$ cat src/rtl/ervp_seq_divider.sv
// Iterative radix-2 restoring divider: signed/unsigned DIV and REM, one quotient bit per cycle.
// Optional ERVP_SEQ_DIVIDER_EARLY_OUT_EN: divisor 0 or +1 finishes in one cycle instead of N+1.
module ervp_seq_divider #(
    parameter int BW_DIVIDEND = 32,
    parameter int BW_DIVISOR  = 32
) (
    input  logic                   clk,
    input  logic                   rst,
    input  logic                   req_valid,
    output logic                   req_ready,
    input  logic [BW_DIVIDEND-1:0] req_dividend,
    input  logic [BW_DIVISOR-1:0]  req_divisor,
    input  logic                   req_signed,
    output logic                   rsp_valid,
    input  logic                   rsp_ready,
    output logic [BW_DIVIDEND-1:0] rsp_quotient,
    output logic [BW_DIVISOR-1:0]  rsp_remainder,
    output logic                   rsp_div_by_zero
);
    localparam int N  = BW_DIVIDEND;
    localparam int M  = BW_DIVISOR;
    localparam int CW = $clog2(N);

    typedef enum logic [1:0] {IDLE, CALC, FIX, DONE} state_t;

    state_t          state_q;
    logic [CW-1:0]   cnt_q;
    logic [N-1:0]    dvd_q;     // dividend bits shift out at the top, quotient bits shift in at the bottom
    logic [M-1:0]    dvs_q;
    logic [M-1:0]    rem_q;
    logic            qneg_q;
    logic            rneg_q;
    logic            dbz_q;
    logic            req_ready_q;
    logic            rsp_valid_q;
    logic [N-1:0]    rsp_quotient_q;
    logic [M-1:0]    rsp_remainder_q;
    logic            rsp_dbz_q;

    logic [M:0]      rem_shift;
    logic [M+1:0]    diff;
    logic [M-1:0]    rem_d;
    logic [N-1:0]    dvd_d;
    logic            dvd_neg, dvs_neg, dvs_zero, dvs_one;
    logic [N-1:0]    dvd_mag;
    logic [M-1:0]    dvs_mag;
    logic [N-1:0]    q_fix;
    logic [M-1:0]    r_fix;
    logic            early_zero, early_one;

    // The working partial remainder is M+1 bits; after a successful subtract it is
    // always below the divisor, so only M bits need to be kept between cycles.
    always_comb begin
        rem_shift = {rem_q, dvd_q[N-1]};
        diff      = {1'b0, rem_shift} - {2'b00, dvs_q};
        rem_d     = diff[M+1] ? rem_shift[M-1:0] : diff[M-1:0];
        dvd_d     = {dvd_q[N-2:0], ~diff[M+1]};
    end

    always_comb begin
        dvd_neg  = req_signed & req_dividend[N-1];
        dvs_neg  = req_signed & req_divisor[M-1];
        dvs_zero = (req_divisor == '0);
        dvs_one  = (req_divisor == M'(1));
        dvd_mag  = dvd_neg ? -req_dividend : req_dividend;
        dvs_mag  = dvs_neg ? -req_divisor : req_divisor;
        q_fix    = qneg_q ? -dvd_q : dvd_q;
        r_fix    = rneg_q ? -rem_q : rem_q;
    end

`ifdef ERVP_SEQ_DIVIDER_EARLY_OUT_EN
    assign early_zero = dvs_zero;
    assign early_one  = dvs_one;
`else
    assign early_zero = 1'b0;
    assign early_one  = 1'b0;
`endif

    always_ff @(posedge clk or posedge rst) begin
        if (rst) begin
            state_q         <= IDLE;
            cnt_q           <= '0;
            dvd_q           <= '0;
            dvs_q           <= '0;
            rem_q           <= '0;
            qneg_q          <= 1'b0;
            rneg_q          <= 1'b0;
            dbz_q           <= 1'b0;
            req_ready_q     <= 1'b1;
            rsp_valid_q     <= 1'b0;
            rsp_quotient_q  <= '0;
            rsp_remainder_q <= '0;
            rsp_dbz_q       <= 1'b0;
        end else begin
            case (state_q)
                IDLE: begin
                    if (req_valid) begin
                        req_ready_q <= 1'b0;
                        cnt_q       <= CW'(N - 1);
                        dvs_q       <= dvs_mag;
                        dbz_q       <= dvs_zero;
                        rem_q       <= '0;
                        qneg_q      <= 1'b0;
                        rneg_q      <= 1'b0;
                        if (early_zero) begin
                            dvd_q   <= '1;
                            rem_q   <= req_dividend[M-1:0];
                            state_q <= FIX;
                        end else if (early_one) begin
                            dvd_q   <= req_dividend;
                            state_q <= FIX;
                        end else if (dvs_zero) begin
                            // Raw dividend and no sign fix-up: all-ones quotient and the
                            // truncated dividend as remainder fall out of the iteration.
                            dvd_q   <= req_dividend;
                            state_q <= CALC;
                        end else begin
                            dvd_q   <= dvd_mag;
                            qneg_q  <= dvd_neg ^ dvs_neg;
                            rneg_q  <= dvd_neg;
                            state_q <= CALC;
                        end
                    end
                end
                CALC: begin
                    dvd_q <= dvd_d;
                    rem_q <= rem_d;
                    if (cnt_q == '0) state_q <= FIX;
                    else             cnt_q   <= cnt_q - 1'b1;
                end
                FIX: begin
                    rsp_quotient_q  <= q_fix;
                    rsp_remainder_q <= r_fix;
                    rsp_dbz_q       <= dbz_q;
                    rsp_valid_q     <= 1'b1;
                    state_q         <= DONE;
                end
                DONE: begin
                    if (rsp_ready) begin
                        rsp_valid_q <= 1'b0;
                        req_ready_q <= 1'b1;
                        state_q     <= IDLE;
                    end
                end
                default: state_q <= IDLE;
            endcase
        end
    end

    assign req_ready       = req_ready_q;
    assign rsp_valid       = rsp_valid_q;
    assign rsp_quotient    = rsp_quotient_q;
    assign rsp_remainder   = rsp_remainder_q;
    assign rsp_div_by_zero = rsp_dbz_q;

endmodule

$ cat config.mk
export PLATFORM = sky130hd
export DESIGN_NAME = ervp_seq_divider
export DESIGN_NICKNAME = d
export VERILOG_FILES = /design/src/rtl/ervp_seq_divider.sv
export SDC_FILE = /design/constraint.sdc
export NUM_CORES = 1
export LEC_CHECK = 0
export BUFFER_PORTS_ARGS = -buffer_cell sky130_fd_sc_hd__buf_4
export CAP_MARGIN = 20
export CORE_MARGIN = 5
export CORE_UTILIZATION = 30
export CTS_CLUSTER_DIAMETER = 150
export CTS_CLUSTER_SIZE = 14
export DETAILED_ROUTE_END_ITERATION = 10
export GPL_TIMING_DRIVEN = 1
export HOLD_SLACK_MARGIN = 0.15
export REMOVE_ABC_BUFFERS = 1
export SYNTH_ARGS = -nofsm -noshare
export SYNTH_HDL_FRONTEND = slang
export SYNTH_SLANG_ARGS = --single-unit
$ cat constraint.sdc
create_clock -name clk -period 4.7 [get_ports clk]
set_input_delay 0.47 -clock clk [delete_from_list [all_inputs] [get_ports clk]]
set_output_delay 0.47 -clock clk [all_outputs]
set_load 0.02 [all_outputs]
==> results of run 1 <==
==> power by group through the flow <==
stage | combinational, mW | clock (mW) | sequential, mW
final | 5.34 | 1.46 | 2.74
after global routing | 6.00 | 1.56 | 2.85
after CTS | 5.37 | 1.50 | 2.75
after detailed placement | 5.33 | 0 | 2.77
after global placement | 5.27 | 0 | 2.74
after floorplan | 3.43 | 0 | 2.93
==> through the flow <==
stage          setup slack (ns)  TNS (ns)  power (mW)  utilization  cell area, um^2
2_1_floorplan           -0.4568    -78.59       6.362            -            10950
3_3_place_gp              1.192         0       8.009       0.3453            12700
3_5_place_dp             0.9951         0       8.103       0.3453            12700
4_1_cts                  0.9746         0       9.619       0.3612            13290
5_1_grt                  0.7062         0       10.40       0.3612            13290
6_report                  1.012         0       9.541       0.3612            13290
==> layout make-up <==
cell class | count | area (um^2) | share of cell area
Clock buffer | 17 | 425.4 | 0.03202
Tap cell | 468 | 585.6 | 0.04407
Timing Repair Buffer | 149 | 1119 | 0.08419
Multi-Input combinational cell | 999 | 6440 | 0.4847
Inverter | 59 | 226.5 | 0.01704
Sequential cell | 173 | 4330 | 0.3259
Clock inverter | 15 | 160.2 | 0.01205
==> sequential cells by signal, indices dropped and copies added, names as in the netlist <==
signal and cells:
rsp_remainder 32, rsp_valid 1, rsp_quotient 32, rsp_div_by_zero 1
qneg_q 1, cnt_q 5, state_q 2, dbz_q 1
req_ready 1, rem_q 32, dvs_q 32, dvd_q 32
rneg_q 1
==> routing by layer <==
metal | global-route usage | up-vias | part of all wire | wire (um)
met5 | 0 | - | 0.00084 | 27
met4 | 0.04674 | 4 | 0.023 | 730
met3 | 0.02989 | 47 | 0.041 | 1330
met2 | 0.2515 | 213 | 0.47 | 15050
met1 | 0.2106 | 4670 | 0.47 | 15090
li1 | - | 4803 | - | -
==> worst max path at each step <==
stage | startpoint | to | cells after the start
3_3_place_gp | rem_q[6]$_DFFE_PP0P_ | rem_q[20]$_DFFE_PP0P_ | 11
5_1_grt | rem_q[6]$_DFFE_PP0P_ | rem_q[29]$_DFFE_PP0P_ | 11
2_1_floorplan | rst | cnt_q[0]$_DFFE_PP0P_ | 1
6_report | rem_q[6]$_DFFE_PP0P_ | rem_q[29]$_DFFE_PP0P_ | 11
3_5_place_dp | rem_q[15]$_DFFE_PP0P_ | rem_q[29]$_DFFE_PP0P_ | 11
4_1_cts | rem_q[6]$_DFFE_PP0P_ | rem_q[29]$_DFFE_PP0P_ | 11
==> worst register-to-register path, stage by stage, from the launching register on <==
cell and delay [ns]:
dfrtp_1 0.46, ha_1 0.41, and4_1 0.24, nand3_1 0.09, a21oi_1 0.25, o21ai_0 0.18
a2111oi_0 0.69, o32ai_4 0.38, buf_4 0.35, inv_1 0.14, nand2_1 0.14, o21ai_0 0.28
==> cell families after synthesis <==
family	Yosys count
compound gates	427
xor+xnor	147
fa+ha+maj	44
buf+inv	124
flops	173
mux	18
simple gates	363
==> synthesized netlist by cell type (all sizes together), types with 4 or more instances <==
library cell    n
mux2           11
nand3          15
xnor2          39
a32oi           9
o41ai          14
a21oi         139
clkbuf         56
or3            43
and2            8
o31ai          35
nand2b         15
o21ai         147
o21a           10
ha             43
nor2b           8
a22o           12
nor3           12
nor2           96
mux2i           7
xor2          108
or4            15
nand2         123
inv            59
o22ai           6
a31oi          10
a211oi          5
buf             9
a21o           12
or2             4
nor4            7
nand4           4
and3            5
dfrtp         172
==> run summary, run 1 <==
Status - completed
Diodes inserted - 0
Final Wtd Congestion - 0.9001
Reg power frac - 0.287
Post-Synth Adder-Cell Area - 0.04973
Gate power share - 0.559
Clk_lat worst skew - 0.44 ns
Commonest non-fill, non-tap cells in the layout - 172 x dfrtp_1, 149 x buf_4, 145 x o21ai_0
Worst-margin pin slew - 1.088 ns
Fmax - 271.1 MHz
Fin cells - 1,880
Cell Int Power - 5.043 mW
Area grow syn2layout - 18.40%
Critical-path top delay cell - a2111oi_0
IO buf count - 135
Slack of the worst reg-to-reg path - 1.01 ns
Nets - 1,512
Maximum vdd drop - 0.0002981 V
Clock Sink Count - 173
Clock-pin slew on the worst setup and hold paths - 0.07 ns
Post-Synthesis Cell Area - 11,220 um^2
Commonest non-fill, non-tap cell in the layout - dfrtp_1
FF-to-FF path depth - 11
Pin count of the biggest net entering global routing - 91
First-pass GRT wire length - 52.45 mm
Die height - 203.4 um
Yosys reg bits - 173
CP most frequent cell - o21ai_0
Detail Route Antenna Nets - 0
# setup viols final - 0
Drt via density - 5.179
Yosys top cell area share - 0.3835
GRT Total Usage - 0.1550
CP required - 5.05 ns
CP startpoint kind - register
Vias - 9,737
Starting DRT DRC Count - 598
Synth area leaders - dfrtp_1 38%, xor2_1 8.4%, o21ai_0 6.5%, a21oi_1 6.2%, ha_1 4.8%
Sw Share - 0.4714
Compound-cell area share of the yosys netlist - 0.2325
Post-CTS Resized - 0
DR pass1 iterations - 4
Seq/Total Area, Yosys - 0.3859
Period minus WS final - 3.688 ns
R2r endpoint - rem_q[29]$_DFFE_PP0P_
Hold Buf Count CTS - 0
Postcts setup bufs - 0
Hpwl dp - 23.90 mm
Layout cell share with drive strength beyond 1 - 0.1551
Fillers - 3,797
Sw Pwr - 4.497 mW
Slew margin rel. - 0.2747
Worst hold path class - input port to async pin
Worst-path cell chain - ha_1 -> and4_1 -> nand3_1 -> a21oi_1 -> o21ai_0 -> a2111oi_0 -> o32ai_4 -> buf_4 -> inv_1 -> nand2_1 -> o21ai_0
Hold WS - 0.1830 ns
IO Pins - 136
Total CTS buffers - 17
Synth warn - 0
Clock Power Share - 0.154
Core Region - 36,790 um^2
H-tree Lvls - 4
Die width - 203.4 um
Clk_skew - 0.009973 ns
Setup crit end kind - register
Synth Area in Simple Gates - 0.1563
Total wire length - 32.22 mm
R2r startpoint - rem_q[6]$_DFFE_PP0P_
Post-synth cell types - 64
Initial Util - 0.3051
Post-synthesis mux area share - 0.01728
CTS tree - yes
Max cap viols - 0
Vias in the first global route - 9,694
Synth area leader - dfrtp_1
Number of enable flip-flop cells after synthesis - 0
Synthesized instance count - 1,296
Critical path buffer and inverter count - 2
Initial antenna violation count - 2
Critical Path AT - 4.04 ns
Post-Synth XOR/XNOR Area - 0.1147
CTS Root Cell - clkbuf_16
Crit-path max FO - 36
Final Cycle Share - 0.7848
Top delay family on crit path - compound AO/OA/AOI/OAI gates
Row count - 70
Static Leak - 5.638 nW
CP max stage delay - 0.69 ns
Final global-route overflow total - 0
Kind of critical path - register to register
Worst-case clock buffer depth - 2
Final Hold Viols - 0
Top FF cell, synth - dfrtp_1
Synthesized area per cell - 8.659 um^2
Die area - 41,380 um^2
WL/cell - 17.14 um
Ys async rst share - 1.000
DRC violations left - 0
RSZ-0062 raised after global routing - false
Placed cell count - 1,848
PD cells - 718.1 nW/um^2
Main combinational cell family by area after synthesis - compound AO/OA/AOI/OAI gates
Pins Over Slew Limit - 0
No activity file was read; power rests on OpenSTA's default activity.
==> run 2: changes to the inputs <==
==> constraint.sdc (replaced) <==
create_clock -name clk -period 3.28 [get_ports clk]
set_input_delay 0.328 -clock clk [delete_from_list [all_inputs] [get_ports clk]]
set_output_delay 0.328 -clock clk [all_outputs]
set_load 0.02 [all_outputs]
==> run 2 against run 1 <==
Sequential share of layout area fell by 0.26 points. Sequential power rose by 43%. Register-to-register slack got worse by 0.72 ns. Clock power rose by 28%. Fmax rose by 23%. Flip-flop and latch count did not move. Worst hold slack got worse by 0.0073 ns. Non-clock buffer count rose by 14. Final cell count rose by 0.74%. Highest routed layer unchanged.
==> run summary, run 2 (synthesized netlist as in run 1, its figures left out) <==
Vias in the first global route - 9,648
DR pass1 iterations - 5
Status - completed
Diodes inserted - 0
Postcts setup bufs - 0
IO Pins - 136
Layout cell share with drive strength beyond 1 - 0.1613
Hpwl dp - 24.21 mm
Final global-route overflow total - 0
Row count - 70
Fillers - 3,751
Wire length on met1 - 15.36 mm
Initial Util - 0.3051
Top delay family on crit path - simple AND/OR/NAND/NOR gates
CTS tree - yes
Worst-margin pin slew - 1.067 ns
RSZ-0062 raised after global routing - false
Nets - 1,526
DRC violations left - 0
Max cap viols - 0
Area grow syn2layout - 19.37%
Critical path buffer and inverter count - 0
Fmax - 334.5 MHz
Detail Route Antenna Nets - 0
Commonest non-fill, non-tap cell in the layout - dfrtp_1
Final Hold Viols - 0
H-tree Lvls - 4
Critical Path AT - 3.32 ns
CP required - 3.61 ns
Drt via density - 5.229
Final TNS setup - 0 ns
Setup crit end kind - register
GRT Total Usage - 0.1547
Total wire length - 32.54 mm
Pin count of the biggest net entering global routing - 71
Worst-path cell chain - nor3_1 -> nand3_1 -> or3_1 -> nand2b_1 -> o31ai_1 -> and2_1 -> nand2_1 -> xor2_1 -> mux2_2
Crit-path max FO - 7
Worst hold path class - input port to register
Initial antenna violation count - 2
Clock Sink Count - 173
Die area - 41,380 um^2
Die height - 203.4 um
Commonest non-fill, non-tap cells in the layout - 172 x dfrtp_1, 157 x buf_4, 145 x o21ai_0
# setup viols final - 0
First-pass GRT wire length - 52.36 mm
Worst-case clock buffer depth - 2
WL met3 - 1.418 mm
CP startpoint kind - register
Clk_skew - 0.01254 ns
Period minus WS final - 2.990 ns
Starting DRT DRC Count - 520
Clock-pin slew on the worst setup and hold paths - 0.07 ns
Critical-path top delay cell - o31ai_1
Final Cycle Share - 0.9115
PD cells - 1021 nW/um^2
Final Wtd Congestion - 0.9642
Slew margin rel. - 0.2885
Static Leak - 5.688 nW
CTS Root Cell - clkbuf_16
IO buf count - 135
Met2 wire len - 15.07 mm
Clk_lat worst skew - 0.44 ns
Vias - 9,903
Total CTS buffers - 17
CP max stage delay - 0.49 ns
Top sig layer - met5
Die width - 203.4 um
Hold WS - 0.1757 ns
Pins Over Slew Limit - 0
Maximum vdd drop - 0.0005347 V
WL/cell - 17.18 um
Kind of critical path - register to register
Core Region - 36,790 um^2
run 2: power by group:
part | leakage [nW] | internal [mW] | switching, mW
clock | 0.250 | 0.987 | 0.883
sequential | 2.03 | 3.06 | 0.862
combinational | 3.41 | 3.20 | 4.68
run 2: what timing repair did:
item                       CTS  global route
setup endpoints to repair    0            14
gates resized for setup      0             3
hold endpoints to repair    67             0
hold buffers                 2             0
run 2: area by class of cell:
| class | count | area (um^2) | share of cell area |
|---|---|---|---|
| clock buffers | 22 | 454.2 | 0.03391 |
| clock inverters | 10 | 68.82 | 0.005137 |
| inverters | 59 | 226.5 | 0.01691 |
| multi-input cells | 999 | 6451 | 0.4816 |
| flip-flops and latches | 173 | 4330 | 0.3233 |
| well taps | 468 | 585.6 | 0.04371 |
| repair buffers | 163 | 1279 | 0.09546 |
run 2: per-stage QoR:
stage          setup slack (ns)    util  instances  instance area (um^2)  power, mW
6_report                 0.2902  0.3642       1894                 13400      13.68
5_1_grt                0.009746  0.3642       1894                 13400      14.86
4_1_cts                  0.2689  0.3638       1894                 13380      13.77
3_5_place_dp             0.2836  0.3491       1860                 12840      11.82
3_3_place_gp             0.2963  0.3491       1860                 12840      11.71
2_1_floorplan            -1.735       -       1231                 10950      9.012
run 2: path summary, 6_finish.rpt:
path / depth (start not counted) / from / slack, ns / endpoint
worst max-delay path: 9 / rem_q[2]$_DFFE_PP0P_ / 0.29 / rsp_remainder[29]$_DFFE_PP0P_
worst min-delay path: 3 / req_divisor[1] / 0.18 / dvs_q[1]$_DFFE_PP0P_
worst max register to register: 9 / rem_q[2]$_DFFE_PP0P_ / 0.29 / rsp_remainder[29]$_DFFE_PP0P_
worst min register to register: 2 / dvs_q[24]$_DFFE_PP0P_ / 0.48 / dvs_q[24]$_DFFE_PP0P_
max in group asynchronous: 4 / rst / 1.87 / rsp_quotient[15]$_DFFE_PP0P_
min in group asynchronous: 3 / rst / 0.55 / rsp_quotient[12]$_DFFE_PP0P_
run 2: worst reg2reg max path, cell delays in order (launching register included):
cell      delay [ns]
dfrtp_1         0.47
nor3_1          0.27
nand3_1         0.17
or3_1           0.46
nand2b_1        0.29
o31ai_1         0.49
and2_1          0.25
nand2_1         0.09
xor2_1          0.14
mux2_2          0.26
run 2: routing by layer:
metal	global-route usage	up-vias
met5	0	-
met4	0.04360	4
met3	0.03196	46
met2	0.2460	229
met1	0.2144	4785
li1	-	4839
==> run 3: changes to the inputs <==
==> constraint.sdc (replaced) <==
create_clock -name clk -period 2.7 [get_ports clk]
set_input_delay 0.27 -clock clk [delete_from_list [all_inputs] [get_ports clk]]
set_output_delay 0.27 -clock clk [all_outputs]
set_load 0.02 [all_outputs]
==> run 3 against run 2 <==
Non-clock buffer count is 181 higher. Via count is 6.4% higher. Worst hold slack worse by 0.021 ns. First-iteration DRC count is 6.0% higher. Count of clock-buffer cells in the layout is 4 lower. Design area is 16% higher. Die area stayed put. Final cell count is 9.6% higher. Setup slack worse by 0.29 ns. Flip-flop and latch count stayed put. Sequential share of layout area is 4.6 points lower.
==> run summary, run 3 (synthesized netlist as in run 1, its figures left out) <==
Reg power frac - 0.229
Static Leak - 6.746 nW
Clk_skew - 0.01435 ns
CP required - 3.03 ns
Clock Sink Count - 173
Crit-path max FO - 4
# setup viols final - 0
Hold WS - 0.1542 ns
CTS Root Cell - clkbuf_16
RSZ-0062 raised after global routing - true
CP startpoint kind - register
Diodes inserted - 0
Setup crit end kind - register
Clock-pin slew on the worst setup and hold paths - 0.08 ns
Initial Util - 0.3051
Clk_lat worst skew - 0.45 ns
Total wire length - 35.18 mm
Total CTS buffers - 17
H-tree Lvls - 4
Die height - 203.4 um
Worst-case clock buffer depth - 2
Pins Over Slew Limit - 0
Critical Path AT - 3.03 ns
Final Cycle Share - 0.9998
Final Hold Viols - 0
Sw Pwr - 8.971 mW
Commonest non-fill, non-tap cells in the layout - 301 x buf_4, 171 x dfrtp_1, 130 x a21oi_1
Hpwl dp - 25.49 mm
Initial antenna violation count - 2
Row count - 70
Finished Core Util - 0.4242
Sw Share - 0.4473
Fmax - 370.4 MHz
Max cap viols - 0
DRC violations left - 0
PD cells - 1285 nW/um^2
Clock Power Share - 0.128
Final Wtd Congestion - 0.9009
Nets - 1,707
Gate power share - 0.643
Worst hold path class - input port to register
Layout cell share with drive strength beyond 1 - 0.2962
Die width - 203.4 um
Commonest non-fill, non-tap cell in the layout - buf_4
Cell Int Power - 11.09 mW
Vias - 10,540
Period minus WS final - 2.700 ns
DR pass1 iterations - 5
Detail Route Antenna Nets - 0
IO Pins - 136
Drt via density - 5.080
Slew margin rel. - 0.4482
Maximum vdd drop - 0.0005842 V
Starting DRT DRC Count - 551
Kind of critical path - register to register
First-pass GRT wire length - 56.26 mm
Core Region - 36,790 um^2
WL/cell - 16.95 um
Die area - 41,380 um^2
Vias in the first global route - 10,670
Area grow syn2layout - 39.06%
IO buf count - 135
Worst-margin pin slew - 0.8257 ns
GRT Total Usage - 0.1661
Final global-route overflow total - 0
Pin count of the biggest net entering global routing - 61
Status - completed
CTS tree - yes
run 3: layer usage:
metal / part of all wire / GRT usage
met3: 0.040 / 0.03132
met1: 0.47 / 0.2279
met2: 0.47 / 0.2675
met5: 0.00060 / 0
met4: 0.020 / 0.04987
run 3: power groups by stage:
| stage | sequential [mW] | combinational [mW] | clock [mW] |
|---|---|---|---|
| floorplan | 5.08 | 5.80 | 0 |
| global placement | 4.56 | 10.9 | 0 |
| detailed placement | 4.59 | 11.0 | 0 |
| CTS | 4.58 | 11.4 | 2.63 |
| global route | 4.76 | 14.2 | 2.72 |
| finish | 4.60 | 12.9 | 2.57 |
run 3: final timing paths:
kind | start | end | slack, ns | depth (start not counted)
worst max-delay path | dvd_q[31]$_DFFE_PP0P_ | rem_q[26]$_DFFE_PP0P_ | 0.0004 | 13
worst min-delay path | req_dividend[20] | dvd_q[20]$_DFFE_PP0P_ | 0.15 | 3
worst max register to register | dvd_q[31]$_DFFE_PP0P_ | rem_q[26]$_DFFE_PP0P_ | 0.0004 | 13
worst min register to register | dvs_q[7]$_DFFE_PP0P_ | dvs_q[7]$_DFFE_PP0P_ | 0.48 | 2
max in group asynchronous | rst | rsp_remainder[11]$_DFFE_PP0P_ | 1.45 | 4
min in group asynchronous | rst | rsp_quotient[14]$_DFFE_PP0P_ | 0.46 | 3
run 3: cell type report:
class	instances	area, um^2
Multi-Input combinational cell	999	7023
Clock buffer	18	439.2
Fill cell	3620	21180
Inverter	59	226.5
Sequential cell	173	4332
Timing Repair Buffer	344	2841
Clock inverter	14	157.7
Tap cell	468	585.6
run 3: worst max-delay path, stage by stage, from the launching register on:
cell and delay, ns:
dfrtp_1 0.38, inv_2 0.06, ha_4 0.17, fa_2 0.41, nor2b_2 0.17, o31a_1 0.21
o31ai_4 0.10, o21a_4 0.24, buf_4 0.13, o2111a_1 0.24, nand4b_1 0.17, nand2b_1 0.11
xnor2_1 0.12, o21ai_1 0.08
run 3: metrics by stage:
step / worst slack (ns) / instances / power (mW) / instance area, um^2 / setup TNS [ns]
after floorplan: -2.257 / 1231 / 10.88 / 10950 / -502.21
after global placement: -0.1583 / 1998 / 15.44 / 13900 / -4.487
after detailed placement: -0.2531 / 1998 / 15.57 / 13900 / -7.517
after CTS: 0.006861 / 2059 / 18.57 / 15000 / 0
after global routing: -0.1286 / 2075 / 21.68 / 15610 / -2.111
final: 0.0004106 / 2075 / 20.06 / 15610 / 0
run 3: timing repair:
action | CTS | global route
hold buffers | 29 | 0
setup buffers | 1 | 11
gates resized for setup | 48 | 97
setup endpoints to repair | 48 | 57
cloned | 0 | 6
pin swaps | 9 | 43
endpoints found under the hold margin | 84 | 0
